`src/rtl/uart_cmd_pkg.sv`:
```
// Shared types and constants for the UART command receiver.
// Optional feature macro: PARITY_CHECK_EN (8E1 framing with even-parity check).
package uart_cmd_pkg;

  typedef enum logic [2:0] {
    RX_IDLE,
    RX_START,
    RX_DATA,
`ifdef PARITY_CHECK_EN
    RX_PARITY,
`endif
    RX_STOP,
    RX_WAIT
  } rx_state_t;

  typedef enum logic [1:0] {
    ISS_IDLE,
    ISS_SETUP,
    ISS_PULSE,
    ISS_GAP
  } iss_state_t;

  localparam logic [2:0] CMD_MARKER = 3'b101;
  localparam int         VALUE_BIT  = 4;
  localparam int         IDX_MSB    = 3;

  // Rounded clocks-per-oversample-tick.
  function automatic int calc_div(input int clk_hz, input int baud, input int os);
    return (clk_hz + (baud * os) / 2) / (baud * os);
  endfunction

endpackage

```
`src/rtl/uart_rx_core.sv`:
```
// UART deframer: rx synchronizer, oversample tick, 8N1/8E1 FSM.
// Optional feature macro: PARITY_CHECK_EN.
module uart_rx_core
  import uart_cmd_pkg::*;
#(
  parameter int CLK_HZ     = 50_000_000,
  parameter int BAUD       = 115_200,
  parameter int OVERSAMPLE = 16
) (
  input  logic       clk,
  input  logic       rst_n,
  input  logic       rx,
  output logic [7:0] rx_byte,
  output logic       byte_valid,
  output logic       frame_err
);

  localparam int DIV = calc_div(CLK_HZ, BAUD, OVERSAMPLE);
  localparam int DW  = $clog2(DIV);
  localparam int TW  = $clog2(OVERSAMPLE);

  rx_state_t       state, state_nxt;
  logic            rx_meta, rx_sync, rx_prev;
  logic [DW-1:0]   div_cnt;
  logic [TW-1:0]   tick_cnt;
  logic [2:0]      bit_cnt;
  logic [7:0]      shift;
  logic            tick, sample, start_edge;
  logic            valid_nxt, ferr_nxt;
`ifdef PARITY_CHECK_EN
  logic            par_err;
`endif

  assign tick       = (div_cnt == DW'(DIV - 1));
  assign start_edge = (state == RX_IDLE) && rx_prev && !rx_sync;
  // Start bit is checked half a bit in; every later bit one full bit later.
  assign sample     = tick && ((state == RX_START) ? (tick_cnt == TW'(OVERSAMPLE / 2 - 1))
                                                   : (tick_cnt == TW'(OVERSAMPLE - 1)));
  assign rx_byte    = shift;

  always_comb begin
    state_nxt = state;
    valid_nxt = 1'b0;
    ferr_nxt  = 1'b0;
    case (state)
      RX_IDLE:  if (start_edge) state_nxt = RX_START;
      RX_START: if (sample) state_nxt = rx_sync ? RX_IDLE : RX_DATA;
      RX_DATA:
        if (sample && bit_cnt == 3'd7) begin
`ifdef PARITY_CHECK_EN
          state_nxt = RX_PARITY;
`else
          state_nxt = RX_STOP;
`endif
        end
`ifdef PARITY_CHECK_EN
      RX_PARITY: if (sample) state_nxt = RX_STOP;
`endif
      RX_STOP:
        if (sample) begin
          if (rx_sync) begin
            state_nxt = RX_IDLE;
`ifdef PARITY_CHECK_EN
            valid_nxt = !par_err;
            ferr_nxt  = par_err;
`else
            valid_nxt = 1'b1;
`endif
          end else begin
            state_nxt = RX_WAIT;
            ferr_nxt  = 1'b1;
          end
        end
      RX_WAIT:  if (rx_sync) state_nxt = RX_IDLE;
      default:  state_nxt = RX_IDLE;
    endcase
  end

  always_ff @(posedge clk or negedge rst_n) begin
    if (!rst_n) begin
      state      <= RX_IDLE;
      rx_meta    <= 1'b1;
      rx_sync    <= 1'b1;
      rx_prev    <= 1'b1;
      div_cnt    <= '0;
      tick_cnt   <= '0;
      bit_cnt    <= '0;
      shift      <= '0;
      byte_valid <= 1'b0;
      frame_err  <= 1'b0;
`ifdef PARITY_CHECK_EN
      par_err    <= 1'b0;
`endif
    end else begin
      state      <= state_nxt;
      rx_meta    <= rx;
      rx_sync    <= rx_meta;
      rx_prev    <= rx_sync;
      byte_valid <= valid_nxt;
      frame_err  <= ferr_nxt;
      if (start_edge || tick) div_cnt <= '0;
      else                    div_cnt <= div_cnt + 1'b1;
      if (start_edge) begin
        tick_cnt <= '0;
        bit_cnt  <= '0;
`ifdef PARITY_CHECK_EN
        par_err  <= 1'b0;
`endif
      end else if (tick) begin
        tick_cnt <= sample ? '0 : tick_cnt + 1'b1;
      end
      if (state == RX_DATA && sample) begin
        shift   <= {rx_sync, shift[7:1]};
        bit_cnt <= bit_cnt + 1'b1;
      end
`ifdef PARITY_CHECK_EN
      if (state == RX_PARITY && sample) par_err <= ^{shift, rx_sync};
`endif
    end
  end

endmodule

```
`src/rtl/uart_cmd_receiver.sv`:
```
// UART command front end: marker check, 1-entry holding slot, stretched toggle strobe.
// Optional feature macro: PARITY_CHECK_EN (forwarded to uart_rx_core).
module uart_cmd_receiver
  import uart_cmd_pkg::*;
#(
  parameter int CLK_HZ       = 50_000_000,
  parameter int BAUD         = 115_200,
  parameter int OVERSAMPLE   = 16,
  parameter int PULSE_CYCLES = 8
) (
  input  logic       clk,
  input  logic       rst_n,
  input  logic       rx,
  output logic [3:0] number,
  output logic       control,
  output logic       value,
  output logic       cmd_err,
  output logic       frame_err,
  output logic       overrun
);

  localparam int CW = $clog2(PULSE_CYCLES + 1);

  logic [7:0]  rx_byte;
  logic        byte_valid, marker_ok, accept, drain;
  logic        slot_full;
  logic [4:0]  slot_cmd;
  iss_state_t  iss_state, iss_nxt;
  logic [CW-1:0] pcnt;
  logic        pcnt_last;

  uart_rx_core #(.CLK_HZ(CLK_HZ), .BAUD(BAUD), .OVERSAMPLE(OVERSAMPLE)) u_core (
    .clk        (clk),
    .rst_n      (rst_n),
    .rx         (rx),
    .rx_byte    (rx_byte),
    .byte_valid (byte_valid),
    .frame_err  (frame_err)
  );

  assign marker_ok = (rx_byte[7:5] == CMD_MARKER);
  assign accept    = byte_valid && marker_ok;
  assign drain     = slot_full && (iss_state == ISS_IDLE);
  assign pcnt_last = (pcnt == CW'(PULSE_CYCLES - 1));
  // Combinational from state so an async reset drops the strobe at once.
  assign control   = (iss_state == ISS_PULSE);

  always_comb begin
    iss_nxt = iss_state;
    case (iss_state)
      ISS_IDLE:  if (slot_full) iss_nxt = ISS_SETUP;
      ISS_SETUP: iss_nxt = ISS_PULSE;
      ISS_PULSE: if (pcnt_last) iss_nxt = ISS_GAP;
      ISS_GAP:   if (pcnt_last) iss_nxt = ISS_IDLE;
      default:   iss_nxt = ISS_IDLE;
    endcase
  end

  always_ff @(posedge clk or negedge rst_n) begin
    if (!rst_n) begin
      iss_state <= ISS_IDLE;
      pcnt      <= '0;
      slot_full <= 1'b0;
      slot_cmd  <= '0;
      number    <= '0;
      value     <= 1'b0;
      cmd_err   <= 1'b0;
      overrun   <= 1'b0;
    end else begin
      iss_state <= iss_nxt;
      if (iss_nxt != iss_state)              pcnt <= '0;
      else if (pcnt != CW'(PULSE_CYCLES))    pcnt <= pcnt + 1'b1;
      cmd_err <= byte_valid && !marker_ok;
      overrun <= accept && slot_full && !drain;
      // A byte landing in the drain cycle replaces the outgoing one.
      if (accept && (!slot_full || drain)) begin
        slot_full <= 1'b1;
        slot_cmd  <= rx_byte[VALUE_BIT:0];
      end else if (drain) begin
        slot_full <= 1'b0;
      end
      if (drain) begin
        number <= slot_cmd[IDX_MSB:0];
        value  <= slot_cmd[VALUE_BIT];
      end
    end
  end

endmodule

```
`config.mk`:
```
export PLATFORM = sky130hd
export DESIGN_NAME = uart_cmd_receiver
export DESIGN_NICKNAME = d
export VERILOG_FILES = /design/src/rtl/uart_cmd_pkg.sv /design/src/rtl/uart_rx_core.sv /design/src/rtl/uart_cmd_receiver.sv
export SDC_FILE = /design/constraint.sdc
export NUM_CORES = 1
export LEC_CHECK = 0
export ABC_AREA = 1
export CORE_AREA = 8 8 85 87
export DETAILED_ROUTE_END_ITERATION = 8
export DIE_AREA = 0 0 93 95
export DONT_BUFFER_PORTS = 1
export PLACE_DENSITY = 0.57
export SLEW_MARGIN = 20
export SYNTH_ARGS = -nofsm -noshare
export SYNTH_HDL_FRONTEND = slang
export SYNTH_HIERARCHICAL = 1
export SYNTH_SLANG_ARGS = --single-unit
```
`constraint.sdc`:
```
create_clock -name clk -period 2.3 [get_ports clk]
set_input_delay 0.345 -clock clk [delete_from_list [all_inputs] [get_ports clk]]
set_output_delay 0.345 -clock clk [all_outputs]
set_load 0.01 [all_outputs]
```
==> metrics.yaml <==
crit_chain: "inv_1 > ha_1 > nand4_1 > nor2_2 > nand3_4 > nor2_1 > a21oi_2"
die_w_um: 93
firstDrtPassIters: 4
finalHoldViolCount: 0
clockBufferDepth: 2
critPathMaxFanout: 22
crit_path_top_delay_cell: "dfrtp_1"
reg2reg_from: "u_core/div_cnt[0]"
io_pins: 12
syn_nets: 248
grt_first_pass_wirelength_um: 6050
sw_frac_of_total_pct: 31.1
hold_class: "primary input to flip-flop"
period_needed_ns: 1.71
drt-total-wl_um: 3430
cts_root_buf: "clkbuf_8"
finalSetupViolations: 0
switchingPower_uw: 633
internal-power_uw: 1410
layout.nets: 254
yosysTopAreaCell: "dfrtp_1"
die_area_um2: 8840
core_um2: 5820
p_clk_share_pct: 30.4
antenna_found_initial: 0
fin_tns_setup_ns: 0
ctsHoldBuffers: 2
ir_drop_mv: 0.468
max_slew_margin_pct: 77.6
critPathKind: "flip-flop to flip-flop"
synth_cell_types: 29
synthSimpleGateAreaFrac_pct: 28.4
synth_compound_area_share_pct: 6.17
dr_total_vias: 1448
outcome: "finished, final reports clean"
place_area_um2: 2290
cts_setup_buffers: 0
initial_core_util_pct: 38.7
p_seq_share_pct: 49.1
grt_pass1_vias: 1396
rsz0062_at_grt: "no"
cts-resized-gates: 0
p_total_uw: 2040
clock-skew-final_ns: 0.0109
hp-start: "rx"
netlist_top_cells_area: "dfrtp_1, nand2_1, nand3_1"
ff2ff_path_depth: 7
rrSetupSlack_ns: 0.59
drv_slew: 0
postLayoutCellArea_um2: 2440
area_delta_synth_final_pct: 8.56
cap_violations: 0
synth_xor_area_share_pct: 1.56
die_y_um: 95
power_density_nw_per_um2: 834
htree_levels: 2
synth_top_area_share_pct: 48.9
track_usage_pct: 8.38
grt_start_max_net_pins: 48
ys_warn_count: 6
tritoncts: "done"
synth_top_family_by_area: "simple AND/OR/NAND/NOR gates"
cts.sinks: 47
ys_ff_latch: 47
fmax_ghz: 0.586
cts_buffers: 5
crit_required_ns: 2.49
pwr-share-comb_pct: 20.5
syn_inst: 238
place_congestion: 0.764
vias_per_cell: 4.53
yosys-mux-area-fraction_pct: 0
wl_per_cell_um: 10.7
start_kind: "flip-flop"
synth_fa_ha_area_share_pct: 3.89
drive_gt1_share_pct: 18.0
tightest_slew_ns: 0.334
drtAntennaViolNets: 0
crit_arrival_ns: 1.90
portBuffers: 0
drc: 0
ys_seq_area_share_pct: 52.4
min_to: "u_core/rx_meta"
power.leakage_uw: 0.00121
min_period_over_period_pct: 74.2
hpwlAfterDp_um: 2410
syn_area_um2: 2250
r2r_end: "u_core/rx_byte[6]"
first_iter_violations: 60
whs_path_depth: 0
insertion_delay_ns: 0.30
synth_area_per_cell_um2: 9.46
critPathMaxStageDelay_ns: 0.41
antenna_cells: 0
grt_remaining_overflow: 0
cp-end-kind: "flip-flop"
path_clk_slew_ns: 0.10
floorplan.rows: 28
state kept, by name, indices dropped and copies added (netlist names):
register,cells
u_core/rx_sync,1
slot_cmd,5
u_core/state,3
cmd_err,1
overrun,1
value,1
u_core/bit_cnt,3
u_core/div_cnt,5
slot_full,1
u_core/tick_cnt,4
u_core/rx_byte,8
u_core/rx_prev,1
u_core/byte_valid,1
pcnt,4
number,4
u_core/rx_meta,1
u_core/frame_err,1
iss_state,2
power groups by stage:
| stage | sequential, µW | clock (µW) | combinational, µW |
|---|---|---|---|
| final | 1000 | 619 | 418 |
| after global routing | 1020 | 668 | 484 |
| after CTS | 1000 | 639 | 425 |
| after detailed placement | 1020 | 0 | 401 |
| after global placement | 1020 | 0 | 394 |
| after floorplan | 1000 | 0 | 339 |
final cells by class:
type / count / area, µm²
clock inverter: 3 / 47.5
timing repair buffer: 2 / 37.5
tap: 75 / 93.8
clock buffer: 5 / 68.8
fill: 580 / 3370
sequential: 47 / 1180
multi-input combinational: 157 / 901
inverter: 31 / 116
worst max-delay path: cells and delay by family, from the launching register on:
kind | cells | cell delay [ns]
adders and majority gates | 1 | 0.13
buffers and inverters | 1 | 0.07
and+or+nand+nor | 4 | 0.94
AOI/OAI and AO/OA | 1 | 0.04
DFF | 1 | 0.41
per-stage QoR:
step,instances,hold WS [ns],utilization (%),worst slack (ns)
6_report,320,0.0404,42.0,0.593
3_3_place_gp,310,0.0512,39.4,0.649
5_1_grt,320,0.0248,42.0,0.432
3_5_place_dp,310,0.0510,39.4,0.598
2_1_floorplan,238,0.0494,-,0.846
4_1_cts,320,0.0323,42.0,0.593
placed cells by master, fill, tap and decap left out:
cell type and instances:
dlygate4sd3_1 1, xor2_1 3, o22ai_1 1, bufinv_16 1, clkbuf_8 5, nor3_1 4, nand2_2 4, xnor2_1 1
nand3_4 2, dfrtp_1 44, o21ai_4 1, nor3_2 1, nand2_1 56, o21ai_2 7, inv_1 28, nand3_2 2
nor3b_1 1, nor2_2 4, nor2_1 18, nand2_4 1, ha_1 7, nor3_4 1, a21oi_2 4, nand4_1 3
inv_2 3, buf_16 1, clkinv_4 1, dfstp_2 3, inv_6 1, o21ai_1 2, nor2_4 2, a21oi_1 2
nand3_1 30
cell usage after synthesis:
cell       count
nand2_2        4
nand3_4        2
nand3_1       30
o21ai_1        2
inv_2          3
nand2_1       56
nor2_2         4
dfrtp_1       44
o22ai_1        1
o21ai_4        1
nand4_1        3
nor3_4         1
ha_1           7
xor2_1         3
inv_1         28
o21ai_2        7
a21oi_1        2
a21oi_2        4
buf_6          2
nor3_2         1
nor3_1         4
xnor2_1        1
nor2_4         2
bufbuf_16      1
nor3b_1        1
nor2_1        18
nand3_2        2
nand2_4        1
dfstp_2        3
metal layers:
metal,global-route usage (%),vias up,wire length [µm]
li1,-,775,-
met1,10.5,653,1650
met2,13.2,18,1580
met3,3.17,2,172
met4,2.42,0,19
met5,0,-,0
how the worst max path moves through the flow:
| stage | to | startpoint | depth (start not counted) |
|---|---|---|---|
| global placement | u_core/rx_byte[1] | u_core/div_cnt[0] | 7 |
| finish | u_core/rx_byte[6] | u_core/div_cnt[0] | 7 |
| global route | u_core/rx_byte[6] | u_core/div_cnt[0] | 7 |
| detailed placement | u_core/rx_byte[6] | u_core/div_cnt[0] | 7 |
| CTS | u_core/rx_byte[6] | u_core/div_cnt[0] | 7 |
| floorplan | u_core/bit_cnt[0] | u_core/div_cnt[0] | 8 |
cell families (layout without fill, tap and decap cells):
kind of cell             count (synthesis)  after routing
AO/OA/AOI/OAI                           17             17
adder cells (fa/ha/maj)                  7              7
AND/OR/NAND/NOR                        129            129
buffers and inverters                   34             41
XOR/XNOR                                 4              4
flip-flops                              47             47
(Power assumes the default switching activity.)
==> RTL edit: new RTL, same settings <==
The 5 states of `rx_state_t` get a Gray code encoding in 3 bits.
--- a/src/rtl/uart_cmd_pkg.sv
+++ b/src/rtl/uart_cmd_pkg.sv
@@ -3,14 +3,14 @@
 package uart_cmd_pkg;
 
   typedef enum logic [2:0] {
-    RX_IDLE,
-    RX_START,
-    RX_DATA,
+    RX_IDLE  = 3'b000,
+    RX_START = 3'b001,
+    RX_DATA  = 3'b011,
 `ifdef PARITY_CHECK_EN
     RX_PARITY,
 `endif
-    RX_STOP,
-    RX_WAIT
+    RX_STOP  = 3'b010,
+    RX_WAIT  = 3'b110
   } rx_state_t;
 
   typedef enum logic [1:0] {
Function: no difference found for any inputs over 10 cycles, from zero or initial values and one cycle with rst_n low; not proved beyond that.
==> RTL edit against the original RTL <==
  * Wire length increased by 5.8%
  * Total power decreased by 12%
  * Fmax increased by 5.0%
  * Sequential cell count unchanged
  * Cell area decreased by 1.8%
  * Count of clock-buffer cells in the layout increased by 2
  * Final cell count increased by 4.4%
  * Synthesized area decreased by 0.89%
  * Setup slack improved by 0.081 ns
  * Sequential power decreased by 4%
  * Largest cell class unchanged
==> RTL edit: results (changes against the original RTL) <==
* Status: finished, final reports clean (unchanged)
* Seq/Total Area, Yosys at 52.86% (was 52.39%)
* Number of synthesized flops with an enable pin at 0 (unchanged)
* Clk sinks at 47 (unchanged)
* Synth area leaders: dfrtp_1 49%, nand2_1 13%, nand3_1 6.5% (was dfrtp_1 49%, nand2_1 9.3%, nand3_1 6.7%)
* Post-synth cell types at 30 (was 29)
* Most common library cells after synthesis: 80 x nand2_1, 44 x dfrtp_1, 30 x inv_1, 29 x nand3_1, 21 x nor2_1 (was 56 x nand2_1, 44 x dfrtp_1, 30 x nand3_1, 28 x inv_1, 18 x nor2_1)
* First-pass GRT wire length at 6741 um (was 6051 um)
* Cells on worst reg2reg path at 11 (was 7)
* R2R Setup Slk at 0.67 ns (was 0.59 ns)
* Pleak at 1.292 nW (was 1.209 nW)
* Pwr dens at 749.8 mW/mm^2 (was 833.8 mW/mm^2)
* Hold path depth at 0 (unchanged)
* Worst setup startpoint: u_core/div_cnt[0] (unchanged)
* Fin cells at 334 (was 320)
* Clock-pin slew of the registers on the worst-case setup and hold paths at 0.08 ns (was 0.10 ns)
* Share of layout cells above drive strength 1 at 9.653% (was 17.96%)
* Reg-to-Reg End: u_core/bit_cnt[0] (was u_core/rx_byte[6])
* Largest net degree at the start of global routing at 48 (unchanged)
* Worst slew margin at 77.83% (was 77.62%)
* Wirelength per Cell at 10.84 um (was 10.70 um)
* HPWL Detailed at 2582 um (was 2409 um)
* Placed Cells incl. Taps at 324 (was 310)
* CP arrival at 1.81 ns (was 1.90 ns)
* Net load switching power at 0.5518 mW (was 0.6334 mW)
* ANT cells at 0 (unchanged)
* 1st-iter DRT viols at 47 (was 60)
* Worst VDD drop at 404.6 uV (was 467.6 uV)
* Post-synth top area cell: dfrtp_1 (unchanged)
* CTS H-tree lvls at 2 (unchanged)
* Syn Nets at 261 (was 248)
* Insertion delay to the later sink of the worst-skew pair at 0.29 ns
* CTS Buf Count at 5 (unchanged)
* # nets final at 268 (was 254)
* Post-Synthesis Cells at 251 (was 238)
* Global placement routability congestion at 0.8365 (was 0.7642)
* Clock root cell: clkbuf_8 (unchanged)
* Total GRT Usage at 9.216% (was 8.378%)
* Initial antenna violation count at 0 (unchanged)
* Clock power share at 26.2% (was 30.4%)
* Cts hold-fix bufs at 2 (unchanged)
* Post-placement cell area at 0.002282 sq mm (was 0.002291 sq mm)
* Clk_skew at 0.006384 ns (was 0.01094 ns)
* Pre-CTS WS at 0.6853 ns (was 0.5975 ns)
* Min Hold Slack at 0.04705 ns (was 0.04042 ns)
* Max FO, Critical Path at 13 (was 22)
* DR vias at 1517 (was 1448)
* Resized cells post-CTS at 0 (unchanged)
* Combinational power at 0.365 mW (was 0.418 mW)
RTL edit: cell count changes in the layout (fill, tap and decap cells not counted), moves of 3 or more:
cell,change
a21oi_2,-4
nor2_2,-3
nand2_1,+24
o21ai_2,-4
inv_2,-3
nor2_1,+3
o21ai_0,+4
RTL edit: worst max-delay path by stage:
stage	cells past startpoint	endpoint	slack, ns
floorplan	12	u_core/bit_cnt[1]	0.76
global placement	11	u_core/bit_cnt[0]	0.74
detailed placement	11	u_core/bit_cnt[0]	0.69
CTS	11	u_core/bit_cnt[0]	0.66
global route	4	u_core/tick_cnt[0]	0.52
finish	11	u_core/bit_cnt[0]	0.67
RTL edit: cells by family (layout without fill, tap and decap cells):
logic type / Yosys count / in the layout / synth area share (%)
buffers and inverters: 33 / 41 / 7.287
AND/OR/NAND/NOR: 149 / 149 / 31.05
adder cells (fa/ha/maj): 7 / 7 / 3.924
AO/OA/AOI/OAI: 13 / 13 / 4.092
XOR/XNOR: 2 / 2 / 0.7849
flip-flops: 47 / 47 / 52.86
RTL edit: layer usage:
layer	vias to the layer above	part of all wire [%]	wire [um]	track usage [%]
li1	809	-	-	-
met1	683	49	1782	11.08
met2	20	45	1642	15.38
met3	5	4.6	168	2.937
met4	0	0.80	29	2.819
met5	-	0	0	0
RTL edit: cell type report:
| type | instances | area (sq um) |
|---|---|---|
| Clock buffer | 7 | 76.32 |
| Clock inverter | 1 | 5.005 |
| Fill cell | 589 | 3415 |
| Inverter | 31 | 118.9 |
| Multi-Input combinational cell | 171 | 889.6 |
| Sequential cell | 47 | 1180 |
| Tap cell | 75 | 93.84 |
| Timing Repair Buffer | 2 | 37.54 |
